--- config.mk ---
export PLATFORM = sky130hd
export DESIGN_NAME = led_pattern_gen
export DESIGN_NICKNAME = d
export VERILOG_FILES = /design/src/rtl/led_pattern_gen.sv
export SDC_FILE = /design/constraint.sdc
export NUM_CORES = 1
export LEC_CHECK = 0
export ABC_AREA = 0
export CAP_MARGIN = 0
export CELL_PAD_IN_SITES_DETAIL_PLACEMENT = 0
export CELL_PAD_IN_SITES_GLOBAL_PLACEMENT = 1
export CORE_UTILIZATION = 49
export DETAILED_ROUTE_END_ITERATION = 6
export PLACE_DENSITY = 0.81
export REMOVE_ABC_BUFFERS = 1
export SYNTH_ARGS = -nofsm -noshare
export SYNTH_HDL_FRONTEND = slang
export SYNTH_SLANG_ARGS = --single-unit
--- constraint.sdc ---
create_clock -name clk -period 7.6 [get_ports clk]
set_input_delay 1.52 -clock clk [delete_from_list [all_inputs] [get_ports clk]]
set_output_delay 1.52 -clock clk [all_outputs]
set_load 0.05 [all_outputs]
--- src/rtl/led_pattern_gen.sv ---
// LED sequencer: chase/bounce/count/blink at a programmable step rate with pause.
// led and step are registered; reload lands 1 cycle after rst or a mode change; no backpressure.
module led_pattern_gen #(
  parameter int LED_W       = 4,
  parameter int STEP_CYCLES = 12_500_000,
  parameter int TIMER_W     = 32
) (
  input  logic             clk,
  input  logic             rst,
  input  logic             en,
  input  logic [1:0]       mode,
  input  logic [1:0]       speed,
  output logic [LED_W-1:0] led,
  output logic             step
);

  typedef enum logic [1:0] {CHASE = 2'd0, BOUNCE = 2'd1, COUNT = 2'd2, BLINK = 2'd3} mode_e;
  typedef enum logic {DIR_UP = 1'b0, DIR_DOWN = 1'b1} dir_e;

  localparam logic [TIMER_W-1:0] STEP_P = TIMER_W'(STEP_CYCLES);

  logic [LED_W-1:0]   led_q, led_d;
  logic               step_q, step_d;
  logic [TIMER_W-1:0] timer_q, timer_d;
  dir_e               dir_q, dir_d;
  mode_e              mode_q, mode_d;
  logic               pend_q, pend_d;

  logic [TIMER_W-1:0] period;
  logic [TIMER_W-1:0] period_m1;
  logic [LED_W-1:0]   bounce_nxt;
  logic               reload;

  function automatic logic [LED_W-1:0] init_led(input mode_e m);
    case (m)
      CHASE, BOUNCE: init_led = LED_W'(1);
      COUNT:         init_led = '0;
      default:       init_led = '1;
    endcase
  endfunction

  assign period    = STEP_P >> speed;
  assign period_m1 = period - TIMER_W'(1);
  assign reload    = pend_q || (mode_e'(mode) != mode_q);

  always_ff @(posedge clk) begin
    if (rst) begin
      led_q   <= '0;
      step_q  <= 1'b0;
      timer_q <= '0;
      dir_q   <= DIR_UP;
      mode_q  <= CHASE;
      pend_q  <= 1'b1;
    end else begin
      led_q   <= led_d;
      step_q  <= step_d;
      timer_q <= timer_d;
      dir_q   <= dir_d;
      mode_q  <= mode_d;
      pend_q  <= pend_d;
    end
  end

  always_comb begin
    led_d      = led_q;
    step_d     = 1'b0;
    timer_d    = timer_q;
    dir_d      = dir_q;
    mode_d     = mode_q;
    pend_d     = 1'b0;
    bounce_nxt = (dir_q == DIR_UP) ? (led_q << 1) : (led_q >> 1);
    if (reload) begin
      mode_d  = mode_e'(mode);
      timer_d = '0;
      dir_d   = DIR_UP;
      led_d   = init_led(mode_e'(mode));
    end else if (en) begin
      // >= rather than == so a faster speed never strands the timer past its period
      if (timer_q >= period_m1) begin
        timer_d = '0;
        step_d  = 1'b1;
        case (mode_q)
          CHASE:  led_d = {led_q[LED_W-2:0], led_q[LED_W-1]};
          BOUNCE: begin
            led_d = bounce_nxt;
            if (dir_q == DIR_UP && bounce_nxt[LED_W-1]) dir_d = DIR_DOWN;
            if (dir_q == DIR_DOWN && bounce_nxt[0])     dir_d = DIR_UP;
          end
          COUNT:   led_d = led_q + LED_W'(1);
          default: led_d = ~led_q;
        endcase
      end else begin
        timer_d = timer_q + TIMER_W'(1);
      end
    end
  end

  assign led  = led_q;
  assign step = step_q;

endmodule

==> flow_summary.yaml, run 1 <==
final_layout:
  antenna_cells: 0
  fin_nets: 365
  syn_to_final_growth_pct: 11.3
  design_area_mm2: 0.00294
  nFillCells: 507
  layout.cells.non_filler: 401
  final_layout_size_suffix_gt1_frac: 0.0695
critical_path:
  end_kind: "flop"
  crit_family: "compound AO/OA/AOI/OAI gates"
  required_ps: 7790
  rr_worst_depth: 8
  max_stage_delay_ps: 630
  crit_top_cell: "inv_1"
  r2r-end: "led[2]"
  timing.rr.start: "timer_q[23]"
  critPathMaxFanout: 12
  rrSetupSlack_ps: 4810
  worst_path_max_delay_cell: "clkdlybuf4s50_1"
  critPathBufInv: 3
  path_class: "in2reg"
  arrival_ps: 4670
  crit_path_start_kind: "input port"
  cp_cell_sequence: "clkdlybuf4s50_1 -> inv_1 -> nand2_1 -> inv_1 -> ha_1 -> a211o_1 -> a21oi_1 -> maj3_1 -> o211ai_1 -> a21oi_2 -> o21a_1 -> mux2_2"
pwr:
  finalPower_uw: 453
  max-vdd-ir-drop_mv: 0.0983
  leakage_uw: 0.00112
  pwr-share-seq: 0.492
  pwr-share-comb: 0.100
  p_per_area_mw_per_mm2: 154
  swShare: 0.244
  p_switching_uw: 111
  power.internal_uw: 342
  p_clk_frac: 0.408
sta:
  setup_violations: 0
  rsz0062_at_grt: "false"
  setup_tns_ps: 0
  worst_pin_slew_ps: 684
  fmax_mhz: 223
  slew_viol_final: 0
  min_period_over_period: 0.589
  fin_hold_ws_ps: 514
  finClkSkew_ps: 8.27
  final.min_clock_period_ps: 4480
  slew-limit-headroom: 0.544
  finalHoldViolations: 0
global_routing:
  grt_max_degree: 31
  first_global_vias: 1890
  grt_pass1_wl_mm: 8.61
  gr-usage-all-layers: 0.198
  antenna_found_initial: 0
  grt.overflow.total: 0
min_path:
  hp-start: "timer_q[0]"
  hold_path_end: "timer_q[0]"
  holdPathStages: 2
  min_path_type: "reg2reg"
flow_run:
  maxCapViolCount: 0
die:
  dieArea_mm2: 0.00568
  chipHeight_um: 75.4
  die_w_um: 75.4
  initial_core_util: 0.513
  rows: 26
  io_pins: 12
  core_mm2: 0.00514
synthesis:
  yosys_warnings: 0
  synth-edff-count: 0
  netlist.area_leader.share: 0.311
  syn_inst: 316
  yosysSeqAreaShare: 0.311
  synth_ff_type: "dfxtp_1"
  avgSynthCellArea_um2: 8.34
  synth_cell_types: 48
  synth.area.top_cells: "dfxtp_1, ha_1, xor2_1, nor2_1, xnor2_1"
  syn-cell-area_mm2: 0.00264
  synth_seq_cells: 41
  async_reset_ff_frac: 0
  yosys.area.top_type: "dfxtp_1"
cts:
  cts_resized: 0
  clockRootBuffer: "clkbuf_8"
  clkTransAtPathRegs_ps: 80
  cts.sinks: 41
  hold_buffers: 0
  cts_setup_buffers: 0
  cts_buffer_depth: 2
  htreeDepth: 2
  cts_tree: "built"
  cts_buffers: 5
  worstSkewPairLatency_ps: 290
drt:
  wl_mm: 4.97
  drc: 0
  ant_nets: 0
  vias: 2119
  dr.pass1.iters: 4
  wl_per_cell_um: 12.4
  drt_iter0_drc: 55
  via_per_inst: 5.28
place:
  hpwl_mm: 3.74
  dp.cells: 393
  gp_congestion: 0.813
  port_buffers: 11
  place_area_mm2: 0.00282
run_status:
  status: "finished clean"
## worst max path at each step
| stage | end | slack, ps | cells past startpoint | start |
|---|---|---|---|---|
| 2_1_floorplan | timer_q[10] | 3380 | 11 | speed[1] |
| 3_3_place_gp | led[2] | 2810 | 12 | speed[0] |
| 3_5_place_dp | led[2] | 2780 | 12 | speed[0] |
| 4_1_cts | led[2] | 3100 | 12 | speed[0] |
| 5_1_grt | led[2] | 2910 | 12 | speed[0] |
| 6_report | led[2] | 3120 | 12 | speed[0] |
## cell type report
type                            instances  area (um^2)  share of cell area
Multi-Input combinational cell        252         1720               0.587
Sequential cell                        41          821               0.280
Timing Repair Buffer                   12          118              0.0401
Tap cell                               70         87.6              0.0298
Clock buffer                            6         82.6              0.0281
Inverter                               18         67.6              0.0230
Clock inverter                          2         37.5              0.0128
## state kept, by name, summed over array words and instances, names as in the netlist
name and count:
timer_q 32, led 4, mode_q 2, step 1, dir_q 1, pend_q 1
## kinds of logic after synthesis
group / after synthesis / synth area share
other cells: 2 / 0.00285
mux: 3 / 0.0128
simple gates: 127 / 0.239
flops: 41 / 0.311
compound gates: 50 / 0.137
xor+xnor: 34 / 0.113
fa+ha+maj: 29 / 0.137
buf+inv: 30 / 0.0470
## cell usage after synthesis (3+ instances only)
cell type	n
dfxtp_1	41
nor2_1	40
ha_1	28
nand2_1	23
xor2_1	20
nand3_1	19
inv_1	17
a21oi_1	14
xnor2_1	14
nand4_1	11
clkbuf_1	7
nor3_1	7
a31oi_1	6
nor2b_1	6
o21ai_0	6
and3_1	5
or3_1	4
buf_2	3
mux2_2	3
nor4_1	3
o211ai_1	3
o21a_1	3
## layer usage
metal  global-route usage  part of all wire  vias to the layer above
met5                    0                 0                        -
met2                0.310              0.43                       21
li1                     -                 -                     1138
met3               0.0317             0.022                        8
met1                0.279              0.53                      952
met4               0.0679             0.013                        0
## placed cells by master, fill, tap and decap left out, drive strengths merged, types with 5 or more instances in the layout
| cell type | Yosys | layout |
|---|---|---|
| a21oi | 15 | 15 |
| a31oi | 6 | 6 |
| and3 | 5 | 5 |
| clkbuf | 7 | 6 |
| clkdlybuf4s50 | 0 | 11 |
| conb | 2 | 9 |
| dfxtp | 41 | 41 |
| ha | 28 | 28 |
| inv | 18 | 18 |
| nand2 | 23 | 23 |
| nand3 | 19 | 19 |
| nand4 | 11 | 11 |
| nor2 | 40 | 40 |
| nor2b | 7 | 7 |
| nor3 | 8 | 8 |
| o21ai | 8 | 8 |
| xnor2 | 14 | 14 |
| xor2 | 20 | 20 |
## power by group through the flow
| stage | sequential, uW | combinational (uW) | clock (uW) |
|---|---|---|---|
| floorplan | 232 | 25.5 | 0 |
| global placement | 228 | 45.3 | 0 |
| detailed placement | 228 | 45.5 | 0 |
| CTS | 223 | 45.8 | 190 |
| global route | 224 | 51.2 | 198 |
| finish | 223 | 45.5 | 185 |
## worst reg2reg max path: stages (launching register included)
cell	delay [ps]
dfxtp_1	430
ha_1	290
nand3_1	130
or3_1	130
a31oi_1	60
or4_1	540
a21oi_2	540
o21a_1	230
mux2_2	330
## per-stage QoR
step            util  worst slack (ps)
2_1_floorplan      -              3380
3_3_place_gp   0.548              2810
3_5_place_dp   0.548              2780
4_1_cts        0.571              3100
5_1_grt        0.571              2910
6_report       0.571              3120
Power figures use the tool's default switching activity.
==> run 2, diff against run 1 <==
--- a/config.mk
+++ b/config.mk
@@ -9,9 +9,9 @@
 export CAP_MARGIN = 0
 export CELL_PAD_IN_SITES_DETAIL_PLACEMENT = 0
 export CELL_PAD_IN_SITES_GLOBAL_PLACEMENT = 1
-export CORE_UTILIZATION = 49
+export CORE_UTILIZATION = 46
 export DETAILED_ROUTE_END_ITERATION = 6
-export PLACE_DENSITY = 0.81
+export PLACE_DENSITY = 0.77
 export REMOVE_ABC_BUFFERS = 1
 export SYNTH_ARGS = -nofsm -noshare
 export SYNTH_HDL_FRONTEND = slang
==> constraint.sdc (replaced) <==
create_clock -name clk -period 4.5 [get_ports clk]
set_input_delay 0.9 -clock clk [delete_from_list [all_inputs] [get_ports clk]]
set_output_delay 0.9 -clock clk [all_outputs]
set_load 0.05 [all_outputs]
==> flow_summary.yaml, run 2 (synthesis results as in run 1) <==
critical_path:
  path_class: "in2reg"
  crit_path_start_kind: "input port"
  cp-startpoint: "speed[0]"
  required_ps: 4690
  end_kind: "flop"
  critPathMaxFanout: 8
  arrival_ps: 3860
  timing.rr.start: "timer_q[23]"
sta:
  slew-limit-headroom: 0.667
  finalHoldViolations: 0
  fmax_mhz: 272
  finClkSkew_ps: 6.82
  worst_pin_slew_ps: 499
  min_period_over_period: 0.817
  setup_violations: 0
  slew_viol_final: 0
  rsz0062_at_grt: "false"
  setup_tns_ps: 0
  final.min_clock_period_ps: 3670
min_path:
  min_path_type: "reg2reg"
  hp-start: "timer_q[0]"
place:
  dp.cells: 398
  hpwl_mm: 3.98
  port_buffers: 11
  gp_congestion: 0.874
flow_run:
  maxCapViolCount: 0
global_routing:
  gr-usage-all-layers: 0.205
  grt_max_degree: 31
  antenna_found_initial: 0
  first_global_vias: 2034
  grt.overflow.total: 0
  grt_pass1_wl_mm: 9.72
drt:
  wl_per_cell_um: 13.5
  wl_mm: 5.46
  via_per_inst: 5.27
  ant_nets: 0
  dr.pass1.iters: 4
  drt_iter0_drc: 106
  drc: 0
  vias: 2136
pwr:
  p_per_area_mw_per_mm2: 252
  finalPower_uw: 742
  leakage_uw: 0.00113
  max-vdd-ir-drop_mv: 0.148
final_layout:
  layout_common_cells: "dfxtp_1, nor2_1, ha_1, nand2_1, xor2_1"
  layout.cells.non_filler: 405
  final_common_cell: "dfxtp_1"
  final_layout_size_suffix_gt1_frac: 0.0751
  fin_nets: 368
  largest_reg_flops: 32
  fin_util: 0.535
  antenna_cells: 0
  syn_to_final_growth_pct: 11.7
  top_register: "timer_q"
cts:
  cts_buffer_depth: 2
  cts_buffers: 5
  clkTransAtPathRegs_ps: 80
  htreeDepth: 2
  cts_tree: "built"
  cts.sinks: 41
  cts_setup_buffers: 0
  clockRootBuffer: "clkbuf_8"
  hold_buffers: 0
  cts_resized: 0
  worstSkewPairLatency_ps: 290
die:
  core_mm2: 0.00551
  die_w_um: 77.7
  rows: 27
  dieArea_mm2: 0.00604
  chipHeight_um: 77.7
  io_pins: 12
  initial_core_util: 0.479
run_status:
  status: "finished clean"
## run 2: per-layer routing
| layer | share of wire | track usage | vias up | wire length (um) |
|---|---|---|---|---|
| li1 | - | - | 1136 | - |
| met1 | 0.54 | 0.286 | 974 | 2920 |
| met2 | 0.43 | 0.313 | 22 | 2340 |
| met3 | 0.026 | 0.0365 | 4 | 140 |
| met4 | 0.0099 | 0.0792 | 0 | 54 |
| met5 | 0 | 0 | - | 0 |
## run 2: worst paths after layout
| check | end | slack, ps | depth (start not counted) |
|---|---|---|---|
| min | timer_q[0] | 520 | 2 |
| max reg2reg | led[2] | 1940 | 8 |
| min reg2reg | timer_q[0] | 520 | 2 |
| max | led[2] | 830 | 12 |
## run 2: per-stage QoR
stage / setup slack, ps / hold slack, ps / cell area [um^2]
after floorplan: 897 / 478 / 2610
after global placement: 523 / 494 / 2840
after detailed placement: 499 / 502 / 2840
after CTS: 832 / 518 / 2940
after global routing: 651 / 584 / 2940
final: 825 / 517 / 2940
## run 2: cell type report
cell class,instances,area [um^2]
Tap cell,72,90.1
Clock inverter,2,35.0
Clock buffer,5,68.8
Sequential cell,41,821
Fill cell,541,2560
Timing Repair Buffer,15,140
Inverter,18,67.6
Multi-Input combinational cell,252,1720
## run 2: worst max-delay path, cell delays in order
cell and delay, ps:
clkdlybuf4s50_1 570, nor2b_2 270, inv_2 70, ha_1 310, ha_1 290, a21oi_1 120
a21oi_1 80, o211ai_1 190, o211ai_1 140, a21oi_2 390, o21a_1 200, mux2_2 330
## run 2: power breakdown
group	internal, uW	switching, uW	total [uW]
clock network	161	126	287
logic	30.9	48.0	78.8
registers	367	9.83	377
total	559	184	742
